$ cat src/rtl/uart_pkg.sv
// Shared UART definitions: FSM state encodings, baud divisor and width helpers.
// Used by the transmit, receive and echo paths.
package uart_pkg;

    typedef enum logic [2:0] {
        S_IDLE   = 3'd0,
        S_START  = 3'd1,
        S_DATA   = 3'd2,
        S_PARITY = 3'd3,
        S_STOP   = 3'd4
    } uart_state_e;

    // Clock cycles per bit, rounded to nearest.
    function automatic int clks_per_bit(input int clk_freq, input int baud);
        return (clk_freq + baud / 2) / baud;
    endfunction

    // Bits needed to hold 'value' (minimum 1).
    function automatic int log2(input int value);
        int w;
        w = 1;
        for (int i = 1; i < 32; i++)
            if ((value >> i) != 0) w = i + 1;
        return w;
    endfunction

endpackage

$ cat src/rtl/uart_baud_tick.sv
// Bit-period timer: down-counter reloaded on restart, one-cycle tick at zero.
module uart_baud_tick
    import uart_pkg::*;
#(
    parameter int CLKS_PER_BIT = 104
) (
    input  logic clk,
    input  logic rst_n,
    input  logic restart,
    output logic tick
);

    localparam int                CNT_W  = log2(CLKS_PER_BIT - 1);
    localparam logic [CNT_W-1:0]  RELOAD = CNT_W'(CLKS_PER_BIT - 1);

    logic [CNT_W-1:0] cnt;

    always_ff @(posedge clk or negedge rst_n) begin
        if (!rst_n)
            cnt <= '0;
        else if (restart || cnt == '0)
            cnt <= RELOAD;
        else
            cnt <= cnt - 1'b1;
    end

    // A restart on the same edge starts a fresh period, so it masks the tick.
    assign tick = (cnt == '0) && !restart;

endmodule

$ cat src/rtl/uart_tx_unit.sv
// UART transmitter: 8 data bits LSB first, optional parity, 1 or 2 stop bits.
// Parity is built only when UART_TX_PARITY_EN is defined.
module uart_tx_unit
    import uart_pkg::*;
#(
    parameter int clk_freq   = 12_000_000,
    parameter int baud       = 115200,
    parameter int stop_bits  = 1,
    parameter int parity_odd = 0
) (
    input  logic       clk,
    input  logic       rst_n,
    input  logic       tx_start,
    input  logic [7:0] tx_data,
    output logic       tx_busy,
    output logic       tx
);

    localparam int   CPB       = clks_per_bit(clk_freq, baud);
    localparam logic LAST_STOP = (stop_bits == 2);

    if ((stop_bits != 1 && stop_bits != 2) || (parity_odd != 0 && parity_odd != 1)) begin : g_bad_cfg
        $error("uart_tx_unit: stop_bits must be 1 or 2 and parity_odd 0 or 1");
    end

    uart_state_e state_q, state_d;
    logic [7:0]  shreg_q, shreg_d;
    logic [2:0]  bit_idx_q, bit_idx_d;
    logic        stop_idx_q, stop_idx_d;
    logic        tx_q, tx_d;
    logic        busy_q, busy_d;
    logic        restart, tick;

`ifdef UART_TX_PARITY_EN
    localparam logic PAR_ODD = (parity_odd != 0);
    logic par_q, par_d;
`endif

    uart_baud_tick #(.CLKS_PER_BIT(CPB)) u_tick (
        .clk     (clk),
        .rst_n   (rst_n),
        .restart (restart),
        .tick    (tick)
    );

    always_ff @(posedge clk or negedge rst_n) begin
        if (!rst_n) begin
            state_q    <= S_IDLE;
            shreg_q    <= '0;
            bit_idx_q  <= '0;
            stop_idx_q <= 1'b0;
            tx_q       <= 1'b1;
            busy_q     <= 1'b0;
`ifdef UART_TX_PARITY_EN
            par_q      <= 1'b0;
`endif
        end else begin
            state_q    <= state_d;
            shreg_q    <= shreg_d;
            bit_idx_q  <= bit_idx_d;
            stop_idx_q <= stop_idx_d;
            tx_q       <= tx_d;
            busy_q     <= busy_d;
`ifdef UART_TX_PARITY_EN
            par_q      <= par_d;
`endif
        end
    end

    always_comb begin
        state_d    = state_q;
        shreg_d    = shreg_q;
        bit_idx_d  = bit_idx_q;
        stop_idx_d = stop_idx_q;
        tx_d       = tx_q;
        busy_d     = busy_q;
        restart    = 1'b0;
`ifdef UART_TX_PARITY_EN
        par_d      = par_q;
`endif
        case (state_q)
            S_IDLE: begin
                tx_d   = 1'b1;
                busy_d = 1'b0;
                if (tx_start) begin
                    shreg_d    = tx_data;
                    bit_idx_d  = '0;
                    stop_idx_d = 1'b0;
                    tx_d       = 1'b0;
                    busy_d     = 1'b1;
                    restart    = 1'b1;
                    state_d    = S_START;
`ifdef UART_TX_PARITY_EN
                    // Parity is taken now since the shift register drains the byte.
                    par_d      = (^tx_data) ^ PAR_ODD;
`endif
                end
            end
            S_START: begin
                if (tick) begin
                    tx_d    = shreg_q[0];
                    shreg_d = {1'b0, shreg_q[7:1]};
                    state_d = S_DATA;
                end
            end
            S_DATA: begin
                if (tick) begin
                    if (bit_idx_q == 3'd7) begin
`ifdef UART_TX_PARITY_EN
                        tx_d    = par_q;
                        state_d = S_PARITY;
`else
                        tx_d    = 1'b1;
                        state_d = S_STOP;
`endif
                    end else begin
                        tx_d      = shreg_q[0];
                        shreg_d   = {1'b0, shreg_q[7:1]};
                        bit_idx_d = bit_idx_q + 3'd1;
                    end
                end
            end
`ifdef UART_TX_PARITY_EN
            S_PARITY: begin
                if (tick) begin
                    tx_d    = 1'b1;
                    state_d = S_STOP;
                end
            end
`endif
            S_STOP: begin
                if (tick) begin
                    if (stop_idx_q == LAST_STOP) begin
                        tx_d    = 1'b1;
                        busy_d  = 1'b0;
                        state_d = S_IDLE;
                    end else begin
                        stop_idx_d = 1'b1;
                    end
                end
            end
            default: begin
                tx_d    = 1'b1;
                busy_d  = 1'b0;
                state_d = S_IDLE;
            end
        endcase
    end

    assign tx      = tx_q;
    assign tx_busy = busy_q;

endmodule

$ cat config.mk
export PLATFORM = sky130hd
export DESIGN_NAME = uart_tx_unit
export DESIGN_NICKNAME = d
export VERILOG_FILES = /design/src/rtl/uart_pkg.sv /design/src/rtl/uart_baud_tick.sv /design/src/rtl/uart_tx_unit.sv
export SDC_FILE = /design/constraint.sdc
export NUM_CORES = 1
export LEC_CHECK = 0
export CAP_MARGIN = 25
export CORE_ASPECT_RATIO = 1.75
export CORE_MARGIN = 5
export CORE_UTILIZATION = 55
export DETAILED_ROUTE_END_ITERATION = 12
export PLACE_DENSITY = 0.78
export SETUP_SLACK_MARGIN = 0.3
export SYNTH_ARGS = -nofsm -noshare
export SYNTH_HDL_FRONTEND = slang
export SYNTH_SLANG_ARGS = --single-unit
$ cat constraint.sdc
create_clock -name clk -period 2.2 [get_ports clk]
set_clock_uncertainty 0.15 [all_clocks]
set_input_delay 0.44 -clock clk [delete_from_list [all_inputs] [get_ports clk]]
set_output_delay 0.44 -clock clk [all_outputs]
set_load 0.02 [all_outputs]
==> metrics.txt, run 1 <==
status=complete, no violations; library cells used by synthesis=38; ANT nets after route=0; clk_lat worst skew=270 ps; H-tree lvl count=1; Lkg Pwr=0.759 nW; Synth area leaders=dfrtp_1, mux2_2, ha_1, a21oi_1, nor2_1; placed insts=155; number of synthesized flops with an enable pin=0; Placement Cell Area=1460 sq um; I/O Buffers=12; TritonCTS buffer count=3; hold path depth=1; CTS tree=yes; post-synthesis adder-cell area fraction=3.93%; Final Core Density=74.5%; MaxCap Viol Count=0; RePlAce Congestion=0.822; largest net degree at the start of global routing=24; GRT Util Overall=17.7%; CTS Buffer Depth=2; first-pass GRT wire length=4.39 mm; pre-CTS setup slack=78.4 ps; Via density=5.92; io pins=13; Tot Pwr=1.63 mW; pwr/cell area=974 nW/um^2; maximum clock rate=0.525 GHz; HPWL Detailed=1.91 mm; Detailed Route Iter0 Violations=46; First-pass DRT Iterations=4; Syn Area/Cell=11.2 sq um; CTS clk-pin slew, worst paths=80 ps; nets=161; CP Class=in2reg; share of the synthesized area in the top cell type=43.2%; net count after synthesis=129; DR vias=1007; # clock sinks=23; drt drc=0; starting density of the core=56.7%; synthesized flop and latch total=23; die height=73.7 um; DIE WIDTH=46.4 um; endpoints failing setup=0; area leader, netlist=dfrtp_1; Period minus WS final=1900 ps; Overflow after GRT=0; Core Area=2240 sq um; Hold-fix buffers, CTS=0; post-synthesis cell count=114; die area=3420 sq um; num rows=23; Syn. warnings=0; Clock Tree Root=clkbuf_8; Post-Layout Inst Area=1670 sq um; Rel. slew slack=72.4%; async set-reset flop share out of synthesis=100%; sequential-to-total area share from yosys stat=45.3%; vias in the first global route=1061; simple logic cell fraction of the synthesized area=16.5%; Final Max Tran Viols=0; crit end category=register; type of origin of the critical path=input pin; post-synthesis compound-gate area fraction=13.9%; layout cells sized above 1=40.7%; R2R depth=7; mux contribution to synthesized area=14.1%; final WL=2.86 mm; diode count=0; Final Cycle Share=86.5%; largest family of logic cells by synthesized area=simple AND/OR/NAND/NOR gates; TNS Setup=0 ps; Post-Syn Area=1270 sq um; Setup WS post-layout=297 ps; Worst EP required=2210 ps; Hold Crit Class=reg2reg; Post-synth top flop=dfrtp_1; initial antenna violation count=0; Non-Filler Instances=170; final hold slack=356 ps; Critical Path AT=1910 ps; RSZ-0062 raised after global routing=yes; area delta synth->final=31.3%; Slew @ Worst Pin=414 ps; Worst VDD drop=0.653 mV; XOR/XNOR Fraction of Synth Area=2.06%; Routed WL per cell=16.8 um; critical path peak fanout=7; Hold Fails Final Rpt=0
synth_stat cells, types with 2 or more instances:
| cell type | n |
|---|---|
| dfrtp_1 | 22 |
| mux2_2 | 16 |
| nor2_1 | 8 |
| nand2_1 | 7 |
| a21oi_1 | 6 |
| inv_1 | 5 |
| ha_1 | 4 |
| o21ai_0 | 4 |
| nand2b_1 | 3 |
| a21o_1 | 2 |
| a31oi_1 | 2 |
| a32o_1 | 2 |
| and2b_1 | 2 |
| buf_6 | 2 |
| nand3_1 | 2 |
| nand4_1 | 2 |
| nor2b_1 | 2 |
| o221ai_1 | 2 |
| xnor2_1 | 2 |
final cells by class:
class,instances,area (sq um)
clock buffers,3,41.3
fillers,164,572
well taps,25,31.3
flip-flops and latches,23,579
multi-input cells,82,711
repair buffers,31,287
inverters,5,18.8
clock inverters,1,5.00
path summary, 6_finish.rpt:
check / startpoint / end / slack [ps]
worst max-delay path: tx_start / shreg_q[5] / 300
worst min-delay path: bit_idx_q[2] / bit_idx_q[2] / 360
worst max register to register: u_tick.cnt[0] / shreg_q[4] / 320
worst min register to register: bit_idx_q[2] / bit_idx_q[2] / 360
max in group asynchronous: rst_n / tx / 1250
min in group asynchronous: rst_n / shreg_q[5] / 370
what timing repair did:
action                                  in CTS  in global routing
setup buffers                                5                  6
gates resized for setup                     15                  8
endpoints found under the setup margin      11                 11
pin swaps                                    2                  3
routing by layer:
layer | vias to the layer above | track usage [%] | share of wire (%)
li1 | 475 | - | -
met1 | 493 | 17.0 | 38
met2 | 32 | 32.7 | 54
met3 | 7 | 3.19 | 5.6
met4 | 0 | 10.1 | 2.6
met5 | - | 0 | 0
placed cells by master (no fill, tap or decap), drive strengths merged, types with 3 or more instances in the layout:
cell type and instances:
a21oi 7, a31oi 3, buf 19, clkbuf 3, clkdlybuf4s50 11, dfrtp 22, ha 4, inv 5
mux2 16, nand2 7, nand2b 3, nor2 8, o21ai 4
kinds of logic after synthesis:
group,Yosys count
simple gates,35
compound gates,24
flops,23
mux,16
buf+inv,9
fa+ha+maj,4
xor+xnor,3
flip-flops by register name (all words and copies together) (netlist names):
| register | cells |
|---|---|
| shreg_q | 8 |
| tx_busy | 1 |
| bit_idx_q | 3 |
| tx | 1 |
| state_q | 3 |
| u_tick.cnt | 7 |
worst max-delay path, stage by stage:
cell	delay (ps)
clkdlybuf4s50_1	490
or2b_1	280
nor3_4	190
a31oi_4	60
buf_12	150
mux2_4	290
where the power goes:
part           internal [mW]  total [mW]  switching [mW]  leakage (nW)
logic                  0.381       0.656           0.275         0.450
registers              0.577       0.707           0.130         0.283
clock network          0.127       0.267           0.140        0.0255
No activity file was read; power rests on OpenSTA's default activity.
==> run 2: changes to the inputs <==
- CORE_MARGIN: 5 -> unset
==> run 2 against run 1 <==
Via count down 4.7%. Worst setup slack worse by 6.1 ps. Utilization up 0.36 points. Critical path type is now reg2reg. Combinational power up 1%. Largest cell class unchanged. Global-route usage up 6.1 points. Hold slack worse by 43 ps. Non-clock buffer count down 3. Die area down 26%.
==> metrics.txt, run 2 (synthesis results as in run 1) <==
status=complete, no violations; Setup WS post-layout=291 ps; Tot Pwr=1.58 mW; Placement Cell Area=1450 sq um; endpoints failing setup=0; Hold Crit Class=in2async; Final Cycle Share=86.8%; Hold Fails Final Rpt=0; Final Core Density=74.9%; clk_lat worst skew=320 ps; WL met3=61 um; Routed WL per cell=16.3 um; Worst EP required=2270 ps; Metal-1 WL=1.14 mm; vias in the first global route=998; first-pass GRT wire length=4.29 mm; Lkg Pwr=0.743 nW; Final Max Tran Viols=0; drt drc=0; Worst Setup SP=u_tick.cnt[1]; area delta synth->final=26.2%; DR WL met2=1.47 mm; RSZ-0062 raised after global routing=yes; HPWL Detailed=1.76 mm; DR vias=960; die height=65.7 um; final hold slack=313 ps; Via density=5.78; CTS Buffer Depth=2; DIE WIDTH=38.4 um; Non-Filler Instances=166; Top reg by flops=shreg_q; ANT nets after route=0; pwr/cell area=981 nW/um^2; flop2flop setup slack=290 ps; CP endpoint=shreg_q[7]; diode count=0; Core Area=2150 sq um; CTS clk-pin slew, worst paths=130 ps; Overflow after GRT=0; H-tree lvl count=1; RePlAce Congestion=0.860; # clock sinks=23; MaxCap Viol Count=0; R2R depth=7; FILL cells=155; final WL=2.71 mm; First-pass DRT Iterations=4; nets=158; Worst VDD drop=0.719 mV; TNS Setup=0 ps; Slew @ Worst Pin=382 ps; GRT Util Overall=23.9%; TritonCTS buffer count=3; CTS tree=yes; placed insts=153; largest net degree at the start of global routing=24; Post-Layout Inst Area=1610 sq um; maximum clock rate=0.524 GHz; layout cells sized above 1=35.9%; critical path peak fanout=8; CP Class=reg2reg; most frequent cells in the layout=dfrtp_1, buf_4, clkdlybuf4s50_1; Rel. slew slack=74.5%; initial antenna violation count=0; starting density of the core=59.3%; num rows=22; Period minus WS final=1910 ps; Detailed Route Iter0 Violations=27; FF-to-FF Start=u_tick.cnt[1]; number of flip-flops under the largest register name=8; pre-CTS setup slack=71.1 ps; type of origin of the critical path=register; io pins=13; Largest regs=shreg_q x8, u_tick.cnt x7; I/O Buffers=12; Critical Path AT=1980 ps; commonest non-fill, non-tap cell in the layout=dfrtp_1; crit end category=register; uppermost routed layer=met4; Clock Tree Root=clkbuf_4; die area=2520 sq um; R2R Path End=shreg_q[7]
run 2: worst min path at each step:
stage | startpoint | end | cells past startpoint
2_1_floorplan | rst_n | bit_idx_q[0] | 0
3_3_place_gp | u_tick.cnt[0] | u_tick.cnt[0] | 1
3_5_place_dp | u_tick.cnt[0] | u_tick.cnt[0] | 1
4_1_cts | rst_n | u_tick.cnt[5] | 2
5_1_grt | rst_n | u_tick.cnt[5] | 2
6_report | rst_n | u_tick.cnt[5] | 2
run 2: worst max-delay path, cell delays in order, from the launching register on:
cell and delay [ps]:
dfrtp_1 400, inv_2 70, ha_4 150, and2b_2 200, and2_4 170, a31oi_4 210, buf_12 160, mux2_4 300
run 2: per-layer routing:
metal	GRT usage, %	vias up
li1	-	466
met1	27.5	470
met2	42.6	20
met3	2.03	4
met4	10.3	0
met5	0	-
run 2: timing repair:
item / CTS / global route
setup endpoints to repair: 11 / 9
pin swaps: 1 / 2
hold buffers: 0 / 0
setup buffers: 5 / 4
gates resized for setup: 7 / 13
run 2: area by class of cell:
class                   count  area, sq um  area share (%)
clock inverters             1         5.00           0.311
inverters                   5         18.8            1.17
clock buffers               3         22.5            1.40
well taps                  24         30.0            1.87
multi-input cells          82          704            43.8
flip-flops and latches     23          577            35.9
repair buffers             28          250            15.6
run 2: power breakdown:
group / internal, mW / switching [mW]
combinational: 0.388 / 0.275
clock: 0.0682 / 0.134
sequential: 0.576 / 0.136
total: 1.03 / 0.545
==> run 3: changes to the inputs <==
- CTS_CLUSTER_DIAMETER: unset -> 100
==> results of run 3 <==
Same layout as run 2: the final DEF is identical, and so are final timing and power.
